File: config.mk
export PLATFORM = sky130hd
export DESIGN_NAME = change_dispenser
export DESIGN_NICKNAME = d
export VERILOG_FILES = /design/src/rtl/vend_pkg.sv /design/src/rtl/change_sub.sv /design/src/rtl/change_dispenser.sv
export SDC_FILE = /design/constraint.sdc
export NUM_CORES = 1
export LEC_CHECK = 0
export CAP_MARGIN = 20
export CORE_ASPECT_RATIO = 2
export CORE_MARGIN = 2
export CORE_UTILIZATION = 62
export DETAILED_ROUTE_END_ITERATION = 7
export DONT_BUFFER_PORTS = 1
export PLACE_DENSITY = 0.85
export SLEW_MARGIN = 20
export SYNTH_ARGS = -nofsm -noshare
export SYNTH_HDL_FRONTEND = slang
export SYNTH_HIERARCHICAL = 1
export SYNTH_SLANG_ARGS = --single-unit
File: constraint.sdc
create_clock -name clk -period 4.2 [get_ports clk]
set_input_delay 0.84 -clock clk [delete_from_list [all_inputs] [get_ports clk]]
set_output_delay 0.84 -clock clk [all_outputs]
set_load 0.01 [all_outputs]
File: src/rtl/vend_pkg.sv
// -----------------------------------------------------------------------------
// vend_pkg
// Shared definitions for the vending change logic.
//   state_t : transaction states IDLE / CALC / DISP / DONE
//   SEL_*   : coin_sel denomination codes driven towards the coin mechanism
//             (00 = LO, 01 = MID, 10 = HI; 11 is never driven)
// -----------------------------------------------------------------------------
package vend_pkg;

    typedef enum logic [1:0] {
        IDLE = 2'd0,
        CALC = 2'd1,
        DISP = 2'd2,
        DONE = 2'd3
    } state_t;

    localparam logic [1:0] SEL_LO  = 2'b00;
    localparam logic [1:0] SEL_MID = 2'b01;
    localparam logic [1:0] SEL_HI  = 2'b10;

endpackage

File: src/rtl/change_sub.sv
// -----------------------------------------------------------------------------
// change_sub
// W-bit two's-complement subtractor used to form the change amount.
//   a      in  W  minuend (amount paid)
//   b      in  W  subtrahend (item price)
//   diff   out W  low W bits of a - b
//   borrow out 1  high when a < b
// -----------------------------------------------------------------------------
module change_sub #(
    parameter int W = 8
) (
    input  logic [W-1:0] a,
    input  logic [W-1:0] b,
    output logic [W-1:0] diff,
    output logic         borrow
);

    logic [W:0] sum;

    // a + ~b + 1 in W+1 bits: the carry out is set exactly when no borrow occurred.
    assign sum    = {1'b0, a} + {1'b0, ~b} + {{W{1'b0}}, 1'b1};
    assign diff   = sum[W-1:0];
    assign borrow = ~sum[W];

endmodule

File: src/rtl/change_dispenser.sv
// -----------------------------------------------------------------------------
// change_dispenser
// Computes change for a purchase and pays it out one coin at a time using a
// greedy choice of HI / MID / LO denominations over a valid/ready handshake.
//
// Parameters
//   W         width of paid, price and change
//   COIN_HI   largest denomination
//   COIN_MID  middle denomination
//   COIN_LO   smallest denomination (must be 1 so any amount can be paid)
//
// Ports
//   clk, rst       clock (rising edge) and asynchronous active-high reset
//   start          request a transaction; only looked at in IDLE
//   paid, price    transaction operands, latched on an accepted start
//   busy           high whenever not IDLE
//   done           one-cycle pulse that ends each transaction
//   short_err      pulses with done when paid < price
//   change         paid - price (0 when short), held until the next CALC
//   coin_valid     a coin request is being presented
//   coin_ready     coin mechanism accepts the presented request
//   coin_sel       denomination code of the presented request
//   coin_cnt       (CHANGE_DISPENSER_COUNT_EN only) coins accepted in the
//                  current transaction
//
// Build option: define CHANGE_DISPENSER_COUNT_EN to add the coin_cnt output.
// -----------------------------------------------------------------------------
module change_dispenser #(
    parameter int W        = 8,
    parameter int COIN_HI  = 10,
    parameter int COIN_MID = 5,
    parameter int COIN_LO  = 1
) (
    input  logic         clk,
    input  logic         rst,
    input  logic         start,
    input  logic [W-1:0] paid,
    input  logic [W-1:0] price,
    output logic         busy,
    output logic         done,
    output logic         short_err,
    output logic [W-1:0] change,
    output logic         coin_valid,
    input  logic         coin_ready,
    output logic [1:0]   coin_sel
`ifdef CHANGE_DISPENSER_COUNT_EN
    ,
    output logic [W-1:0] coin_cnt
`endif
);

    import vend_pkg::*;

    localparam logic [W-1:0] HI_V  = W'(COIN_HI);
    localparam logic [W-1:0] MID_V = W'(COIN_MID);
    localparam logic [W-1:0] LO_V  = W'(COIN_LO);

    state_t       state;
    state_t       state_nxt;
    logic [W-1:0] paid_q;
    logic [W-1:0] price_q;
    logic [W-1:0] remaining;
    logic         short_q;
    logic [W-1:0] diff;
    logic         borrow;
    logic [1:0]   sel;
    logic [W-1:0] coin_val;
    logic         accept;

    change_sub #(.W(W)) u_sub (
        .a      (paid_q),
        .b      (price_q),
        .diff   (diff),
        .borrow (borrow)
    );

    // Greedy pick of the largest coin that still fits. remaining only moves on
    // an accepted coin, so the selection is naturally stable during a stall.
    always_comb begin
        // NOTE: every combinational output gets a default first so no path
        // leaves it unassigned and infers a latch.
        sel      = SEL_LO;
        coin_val = LO_V;
        if (remaining >= HI_V) begin
            sel      = SEL_HI;
            coin_val = HI_V;
        end else if (remaining >= MID_V) begin
            sel      = SEL_MID;
            coin_val = MID_V;
        end
    end

    assign accept = (state == DISP) && coin_ready;

    // State register
    always_ff @(posedge clk or posedge rst) begin
        if (rst) begin
            state <= IDLE;
        end else begin
            // NOTE: sequential state uses non-blocking assignments so every
            // register samples the pre-edge values of the others.
            state <= state_nxt;
        end
    end

    // Next-state and outputs
    always_comb begin
        state_nxt  = state;
        busy       = 1'b1;
        done       = 1'b0;
        short_err  = 1'b0;
        coin_valid = 1'b0;
        coin_sel   = SEL_LO;
        unique case (state)
            IDLE: begin
                busy = 1'b0;
                if (start) state_nxt = CALC;
            end
            CALC: begin
                if (borrow || (diff == '0)) state_nxt = DONE;
                else                        state_nxt = DISP;
            end
            DISP: begin
                coin_valid = 1'b1;
                coin_sel   = sel;
                if (accept && (remaining == coin_val)) state_nxt = DONE;
            end
            DONE: begin
                done      = 1'b1;
                short_err = short_q;
                state_nxt = IDLE;
            end
            default: state_nxt = IDLE;
        endcase
    end

    // Transaction datapath
    always_ff @(posedge clk or posedge rst) begin
        // NOTE: only the control/data registers below are reset; there is no
        // memory here that would need to be left out of the reset.
        if (rst) begin
            paid_q    <= '0;
            price_q   <= '0;
            change    <= '0;
            remaining <= '0;
            short_q   <= 1'b0;
        end else begin
            unique case (state)
                IDLE: begin
                    if (start) begin
                        paid_q  <= paid;
                        price_q <= price;
                        short_q <= 1'b0;
                    end
                end
                CALC: begin
                    if (borrow) begin
                        change    <= '0;
                        remaining <= '0;
                        short_q   <= 1'b1;
                    end else begin
                        change    <= diff;
                        remaining <= diff;
                    end
                end
                DISP: begin
                    if (accept) remaining <= remaining - coin_val;
                end
                default: ;
            endcase
        end
    end

`ifdef CHANGE_DISPENSER_COUNT_EN
    // Accepted-coin counter: cleared by an accepted start, held after done.
    always_ff @(posedge clk or posedge rst) begin
        if (rst) begin
            coin_cnt <= '0;
        end else if ((state == IDLE) && start) begin
            coin_cnt <= '0;
        end else if (accept) begin
            coin_cnt <= coin_cnt + W'(1);
        end
    end
`endif

endmodule

==> results.toml, run 1 <==
[synthesis]
syn-instance-count = 224
ys_async_sr_fraction_pct = 100
synth_cell_types = 53
synth_edf_count = 0
syn-cell-area_um2 = 2230
ys_seq_area_share_pct = 39.2
yosys_register_bits = 35
syn_avg_cell_area_um2 = 9.98
yosys_warnings = 6
synth-main-ff-cell = "dfrtp_1"
synth_fp_nets = 263

[sta]
period_needed_ns = 2.93
worst_pin_slew_ns = 0.659
fin_skew_ns = 0.00702
setup_tns_ns = 0
hold_ws_ns = 0.505
fmax_mhz = 342
finalCritPeriodShare_pct = 69.7
relSlewSlack_pct = 56.0
setup_viol = 0
rsz0062_at_grt = "no"
setup_slack_ns = 1.27
finalHoldViolCount = 0
slew_viol_final = 0

[layout]
antennaDiodeCount = 0
mostFrequentLayoutCell = "dfrtp_1"
fill_cells = 275
fin_area_um2 = 2360
layout.cells.most_common_list = "35 x dfrtp_1, 30 x inv_1, 17 x ha_1, 16 x mux2_2, 14 x o21ai_0"
nNetsFinal = 265
drive_above_1_share_pct = 13.7
syn_to_final_growth_pct = 5.54

[routing]
vias = 1654
wl_per_cell_um = 15.8
drtIter0Drc = 46
drcViolationCount = 0
firstDrtPassIters = 4
ant_nets = 0
wirelength_um = 4350
via_per_inst = 6.01

[cts]
clock_sinks = 35
clock_insertion_delay_worst_skew_ns = 0.29
cts_resized = 0
cts_made_buffers = 5
cts-hold-fix-buffers = 0
cts_tree = "done"
post-cts-setup-buffer-count = 0
cts_max_path_buffers = 2
htreeDepth = 2
clockRootBuffer = "clkbuf_8"
path_clk_slew_ns = 0.07

[floorplanning]
die_w_um = 46.5
io_pins = 34
die_h_um = 88.9
placementRows = 30
initial_utilization_pct = 65.4
coreArea_um2 = 3420
die_area_um2 = 4130

[critical_path]
crit_required_ns = 4.37
cp-endpoint = "remaining[6]"
rr_worst_depth = 13
worstSetupPathType = "reg2reg"
end_kind = "flip-flop"
r2r_end = "remaining[6]"
critPathLaunchType = "flip-flop"
reg2reg_slack_ns = 1.27
r2r_start = "paid_q[0]"
critPathLaunch = "paid_q[0]"
worstPathArrival_ns = 3.09
crit_path_max_fanout = 10

[min_path]
hp-class = "reg2reg"

[global_route]
grt_use_total_pct = 24.5
grt_antenna_before_repair = 0
grt_pass1_wl_um = 7240
grt_pass1_vias = 1703
grt_max_degree = 36
overflow = 0

[placed_design]
place_ws_ns = 1.26
hpwlAfterDp_um = 3440
io_buffers = 0
dpl_cell_area_um2 = 2260
place_congestion = 0.860

[outcome]
status = "finished, final reports clean"

[flow_run]
cap_violations = 0
==> critical path, cell delays in order, from the launching register on <==
cell and delay (ns):
dfrtp_1 0.38, inv_1 0.06, ha_1 0.16, inv_1 0.06, fa_1 0.41, a21oi_2 0.14
nor2b_1 0.07, a311oi_2 0.31, nor2_1 0.09, a211oi_2 0.55, nor3b_4 0.14, a21o_1 0.22
or4b_1 0.16, nand3_1 0.06
==> cell usage after synthesis, types with 2 or more instances <==
cell type	number	area [um2]
dfrtp_1	35	876
inv_1	30	113
ha_1	17	213
mux2_2	16	180
o21ai_0	14	70.1
nor2_1	13	48.8
a21oi_1	12	60.1
nand2_1	11	41.3
nor2b_1	7	43.8
xnor2_1	5	43.8
a21o_1	4	30.0
nand2b_1	4	25.0
nand3_1	3	15.0
o21a_1	3	22.5
a221oi_1	2	17.5
a22oi_1	2	15.0
buf_2	2	10.0
buf_6	2	22.5
fa_1	2	40.0
mux2i_1	2	20.0
nand3b_1	2	15.0
nor3_1	2	10.0
nor4_1	2	12.5
o31ai_1	2	15.0
xor2_1	2	17.5
==> sequential cells by signal, summed over array words and instances (netlist names) <==
signal,cells
change,8
paid_q,8
price_q,8
short_q,1
state,2
remaining,8
==> cell type report <==
| type | count | area, um2 | area share, % |
|---|---|---|---|
| clock buffers | 8 | 100 | 4.24 |
| multi-input cells | 153 | 1200 | 51.0 |
| repair buffers | 1 | 7.51 | 0.318 |
| flip-flops and latches | 35 | 876 | 37.1 |
| inverters | 30 | 113 | 4.77 |
| well taps | 48 | 60.1 | 2.55 |
==> kinds of logic (layout without fill, tap and decap cells) <==
kind of cell / Yosys count / count (layout) / synth area share, %
XOR/XNOR: 7 / 7 / 2.74
AO/OA/AOI/OAI: 54 / 54 / 16.8
adder cells (fa/ha/maj): 19 / 19 / 11.3
buffers and inverters: 36 / 39 / 7.00
multiplexers: 19 / 19 / 9.46
AND/OR/NAND/NOR: 54 / 54 / 13.5
flip-flops: 35 / 35 / 39.2
==> worst min-delay path by stage <==
| stage | to | depth (start not counted) | startpoint |
|---|---|---|---|
| after global routing | price_q[7] | 1 | price_q[7] |
| after global placement | price_q[3] | 1 | price_q[3] |
| after detailed placement | price_q[1] | 1 | price_q[1] |
| after floorplan | price_q[1] | 1 | price_q[1] |
| after CTS | price_q[1] | 1 | price_q[1] |
| final | price_q[7] | 1 | price_q[7] |
==> per-stage QoR <==
step / std cells / utilization (%)
after floorplan: 224 / -
after global placement: 267 / 66.1
after detailed placement: 267 / 66.1
after CTS: 275 / 69.0
after global routing: 275 / 69.0
final: 275 / 69.0
==> metal layers <==
layer,track usage (%),part of all wire (%),vias to the layer above
li1,-,-,779
met1,23.9,35,819
met2,44.2,58,39
met3,4.24,3.2,17
met4,15.8,4.3,0
met5,0,0,-
Power of run 1 is not shown: default switching activity piles up to over one toggle a cycle in this logic, so the estimate is an artifact.
==> run 2: changes to the inputs <==
--- a/config.mk
+++ b/config.mk
@@ -5,6 +5,7 @@
 export SDC_FILE = /design/constraint.sdc
 export NUM_CORES = 1
 export LEC_CHECK = 0
+export ABC_AREA = 1
 export CAP_MARGIN = 20
 export CORE_ASPECT_RATIO = 2
 export CORE_MARGIN = 2
==> constraint.sdc (replaced) <==
create_clock -name clk -period 2.8 [get_ports clk]
set_input_delay 0.56 -clock clk [delete_from_list [all_inputs] [get_ports clk]]
set_output_delay 0.56 -clock clk [all_outputs]
set_load 0.01 [all_outputs]
==> run 2 against run 1 <==
Largest cell class unchanged. Synthesized area grew 1.1%. Sequential share of layout area shrank 0.54 points. Critical path type unchanged. Critical path depth grew 1. First-iteration DRC count shrank 13%. Sequential cell count is the same. Critical endpoint is now remaining[4].
==> results.toml, run 2 <==
[placed_design]
io_buffers = 0
place_congestion = 0.977
place_ws_ns = 0.373
hpwlAfterDp_um = 3790

[sta]
fmax_mhz = 407
setup_viol = 0
slew_viol_final = 0
setup_tns_ns = 0
period_needed_ns = 2.46
finalHoldViolCount = 0
fin_skew_ns = 0.00741
relSlewSlack_pct = 69.3
worst_pin_slew_ns = 0.456
setup_slack_ns = 0.343
finalCritPeriodShare_pct = 87.8
rsz0062_at_grt = "no"

[synthesis]
yosys-top-cells-area = "dfrtp_1 39%, nand2_1 12%, ha_1 9.4%"
synth_cell_types = 29
syn_avg_cell_area_um2 = 7.98
syn-cell-area_um2 = 2260
synthDominantCellAreaShare_pct = 38.8
synth_edf_count = 0
ys_async_sr_fraction_pct = 100
synth-main-ff-cell = "dfrtp_1"
yosys_register_bits = 35
synth_fp_nets = 322
synth_area_leader_cell = "dfrtp_1"
synth.most_common_cell = "nand2_1"
syn-instance-count = 283
yosys-top-cells-count = "74 x nand2_1, 44 x inv_1, 35 x dfrtp_1"
ys_seq_area_share_pct = 38.8
yosys_warnings = 6

[critical_path]
critPathLaunchType = "flip-flop"
crit_required_ns = 2.97
worstSetupPathType = "reg2reg"
end_kind = "flip-flop"
max_stage_delay_ns = 0.40
path_cells = "inv_1, nand2_1, nor3_2, inv_1, nor2_4, o21ai_1, ha_1, inv_1, nor2_1, o21ai_0, nand2_1, nand2_1, o21ai_0, o21ai_0"
crit_path_max_fanout = 6
cpMaxStageDelayCell = "dfrtp_1"
worstPathArrival_ns = 2.63

[routing]
wirelength_um = 4750
firstDrtPassIters = 4
wl_per_cell_um = 14.0
ant_nets = 0
drcViolationCount = 0
via_per_inst = 5.38
drtIter0Drc = 40
vias = 1824

[cts]
clock_insertion_delay_worst_skew_ns = 0.29
cts-hold-fix-buffers = 0
clock_sinks = 35
cts_made_buffers = 5
cts_resized = 0
post-cts-setup-buffer-count = 0
path_clk_slew_ns = 0.07
clockRootBuffer = "clkbuf_8"
cts_max_path_buffers = 2
htreeDepth = 2
cts_tree = "done"

[layout]
drive_above_1_share_pct = 10.7
multi_input_area_um2 = 1190
seq_area_um2 = 876
layout.cells.most_common_list = "74 x nand2_1, 44 x inv_1, 35 x dfrtp_1, 26 x o21ai_0, 23 x nor2_1"
antennaDiodeCount = 0
mostFrequentLayoutCell = "nand2_1"
syn_to_final_growth_pct = 5.98
nNetsFinal = 328
fill_cells = 313

[flow_run]
cap_violations = 0

[min_path]
hp-class = "in2async"

[floorplanning]
placementRows = 31
coreArea_um2 = 3570
initial_utilization_pct = 63.3
die_w_um = 46.7
die_area_um2 = 4170
io_pins = 34
die_h_um = 89.4

[global_route]
grt_pass1_wl_um = 7610
grt_use_total_pct = 26.2
overflow = 0
grt_antenna_before_repair = 0
grt_pass1_vias = 1746
grt_max_degree = 36

[outcome]
status = "finished, final reports clean"
[run 2: cell type report]
cell class | count | area share, %
Clock buffer | 7 | 3.19
Clock inverter | 1 | 0.209
Inverter | 45 | 7.06
Multi-Input combinational cell | 200 | 49.8
Sequential cell | 35 | 36.6
Tap cell | 49 | 2.56
Timing Repair Buffer | 2 | 0.627
[run 2: kinds of logic (layout without fill, tap and decap cells)]
| family | after synthesis | in the layout | synth area share (%) |
|---|---|---|---|
| adder cells (fa/ha/maj) | 19 | 19 | 11.2 |
| buffers and inverters | 48 | 55 | 8.48 |
| AO/OA/AOI/OAI | 39 | 39 | 9.14 |
| XOR/XNOR | 4 | 4 | 1.55 |
| multiplexers | 16 | 16 | 7.98 |
| flip-flops | 35 | 35 | 38.8 |
| AND/OR/NAND/NOR | 122 | 122 | 22.9 |
[run 2: metal layers]
metal	routed length, um	vias to the layer above	track usage [%]
met5	0	-	0
met4	203	0	15.2
met3	161	16	4.85
met2	2740	51	48.9
met1	1650	847	24.6
li1	-	910	-
[run 2: worst paths after layout]
path                               from  cells after the start  slack [ns]      endpoint
max in group asynchronous           rst                      2        2.23  remaining[7]
hold / removal                      rst                      2        0.25  remaining[2]
setup reg to reg           remaining[5]                     14        0.34  remaining[4]
hold reg to reg              price_q[1]                      1        0.50    price_q[1]
min in group clk                paid[2]                      1        0.42     paid_q[2]
setup / recovery           remaining[5]                     14        0.34  remaining[4]
[run 2: stage by stage]
stage               cells  instance area [um2]  hold WS (ns)  util (%)
floorplan             283                 2260         0.471         -
global placement      331                 2310         0.488      64.8
detailed placement    331                 2310         0.493      64.8
CTS                   339                 2390         0.259      67.1
global route          339                 2390         0.287      67.1
finish                339                 2390         0.254      67.1
[run 2: worst max-delay path: cells and delay by family (launching register included)]
family | cells | cell delay [ns]
compound gates | 4 | 0.55
fa+ha+maj | 1 | 0.37
buf+inv | 3 | 0.31
flops | 1 | 0.40
simple gates | 6 | 0.72
Power of run 2 is left out for the same reason.
==> run 3: changes to the inputs <==
--- a/config.mk
+++ b/config.mk
@@ -10,6 +10,7 @@
 export CORE_ASPECT_RATIO = 2
 export CORE_MARGIN = 2
 export CORE_UTILIZATION = 62
+export CTS_BUF_LIST = sky130_fd_sc_hd__clkbuf_8
 export DETAILED_ROUTE_END_ITERATION = 7
 export DONT_BUFFER_PORTS = 1
 export PLACE_DENSITY = 0.85
==> run 3 against run 2 <==
Via count is 0.33% lower. Critical path depth stayed put. Wire length is 0.23% higher. Count of clock-buffer cells in the layout is 2 lower. Setup slack better by 0.016 ns. Cell count stayed put. Worst hold slack better by 0.00082 ns. Critical endpoint unchanged. Largest cell class unchanged.
==> results.toml, run 3 (synthesis results as in run 2) <==
[cts]
htreeDepth = 2
cts-hold-fix-buffers = 0
cts_resized = 0
clock_sinks = 35
post-cts-setup-buffer-count = 0
clockRootBuffer = "clkbuf_8"
cts_tree = "done"
cts_made_buffers = 5
clock_insertion_delay_worst_skew_ns = 0.29
cts_max_path_buffers = 2
path_clk_slew_ns = 0.07

[routing]
firstDrtPassIters = 4
drtIter0Drc = 40
drcViolationCount = 0
via_per_inst = 5.36
ant_nets = 0
vias = 1818
wirelength_um = 4760
wl_per_cell_um = 14.0

[layout]
antennaDiodeCount = 0
layout.cells.most_common_list = "74 x nand2_1, 46 x inv_1, 35 x dfrtp_1, 26 x o21ai_0, 23 x nor2_1"
syn_to_final_growth_pct = 5.98
seq_area_um2 = 876
nNetsFinal = 328
drive_above_1_share_pct = 10.7
multi_input_area_um2 = 1190
fill_cells = 313
mostFrequentLayoutCell = "nand2_1"

[flow_run]
cap_violations = 0

[floorplanning]
initial_utilization_pct = 63.3
placementRows = 31
io_pins = 34
die_h_um = 89.4
coreArea_um2 = 3570
die_area_um2 = 4170
die_w_um = 46.7

[sta]
setup_tns_ns = 0
setup_viol = 0
rsz0062_at_grt = "no"
relSlewSlack_pct = 69.2
period_needed_ns = 2.44
worst_pin_slew_ns = 0.458
finalCritPeriodShare_pct = 87.2
setup_slack_ns = 0.358
fin_skew_ns = 0.00785
finalHoldViolCount = 0
fmax_mhz = 410
slew_viol_final = 0

[critical_path]
rr_worst_depth = 14
worstPathArrival_ns = 2.65
worstSetupPathType = "reg2reg"
reg2reg_slack_ns = 0.36
critPathLaunchType = "flip-flop"
crit_required_ns = 3.01
r2r_start = "remaining[5]"
end_kind = "flip-flop"
cp-endpoint = "remaining[4]"
crit_path_max_fanout = 6
critPathLaunch = "remaining[5]"
r2r_end = "remaining[4]"

[global_route]
grt_pass1_wl_um = 7610
grt_max_degree = 36
grt_antenna_before_repair = 0
grt_pass1_vias = 1746
overflow = 0
grt_use_total_pct = 26.2

[placed_design]
io_buffers = 0
place_ws_ns = 0.373
hpwlAfterDp_um = 3790
place_congestion = 0.977

[min_path]
hp-class = "in2async"

[outcome]
status = "finished, final reports clean"
==> run 3: cell types whose count changed in the layout (fill, tap and decap cells not counted) <==
cell      delta
clkbuf_1     -2
inv_1        +2
==> run 3: worst min path at each step <==
stage | startpoint | to | slack, ns | cells after the start
finish | rst | change[3] | 0.26 | 2
global route | rst | change[3] | 0.29 | 2
CTS | rst | remaining[1] | 0.26 | 2
detailed placement | price_q[1] | price_q[1] | 0.49 | 1
global placement | price_q[3] | price_q[3] | 0.49 | 1
floorplan | remaining[5] | remaining[5] | 0.47 | 2
==> run 3: metrics by stage <==
stage / instance area, um2 / cells / hold WS (ns) / util [%]
CTS: 2390 / 339 / 0.258 / 67.1
global placement: 2310 / 331 / 0.488 / 64.8
floorplan: 2260 / 283 / 0.471 / -
detailed placement: 2310 / 331 / 0.493 / 64.8
finish: 2390 / 339 / 0.255 / 67.1
global route: 2390 / 339 / 0.287 / 67.1
==> run 3: worst max-delay path: stages (launching register included) <==
cell,delay (ns)
dfrtp_1,0.40
inv_1,0.15
nand2_1,0.12
nor3_2,0.14
inv_1,0.10
nor2_4,0.16
o21ai_1,0.12
ha_1,0.35
inv_1,0.07
nor2_1,0.04
o21ai_0,0.38
nand2_1,0.10
nand2_1,0.09
o21ai_0,0.07
o21ai_0,0.07
==> run 3: per-layer routing <==
metal | track usage [%] | share of wire (%) | wire [um] | vias up
met5 | 0 | 0 | 0 | -
met4 | 15.2 | 4.9 | 231 | 0
met3 | 4.85 | 3.5 | 166 | 18
met2 | 48.9 | 57 | 2720 | 54
met1 | 24.6 | 35 | 1650 | 838
li1 | - | - | - | 908
==> run 3: area by class of cell <==
| class | instances | area share [%] |
|---|---|---|
| multi-input combinational | 200 | 49.8 |
| timing repair buffer | 2 | 0.627 |
| sequential | 35 | 36.6 |
| inverter | 45 | 7.06 |
| tap | 49 | 2.56 |
| clock inverter | 3 | 0.523 |
| clock buffer | 5 | 2.88 |
Power of run 3 is left out for the same reason.
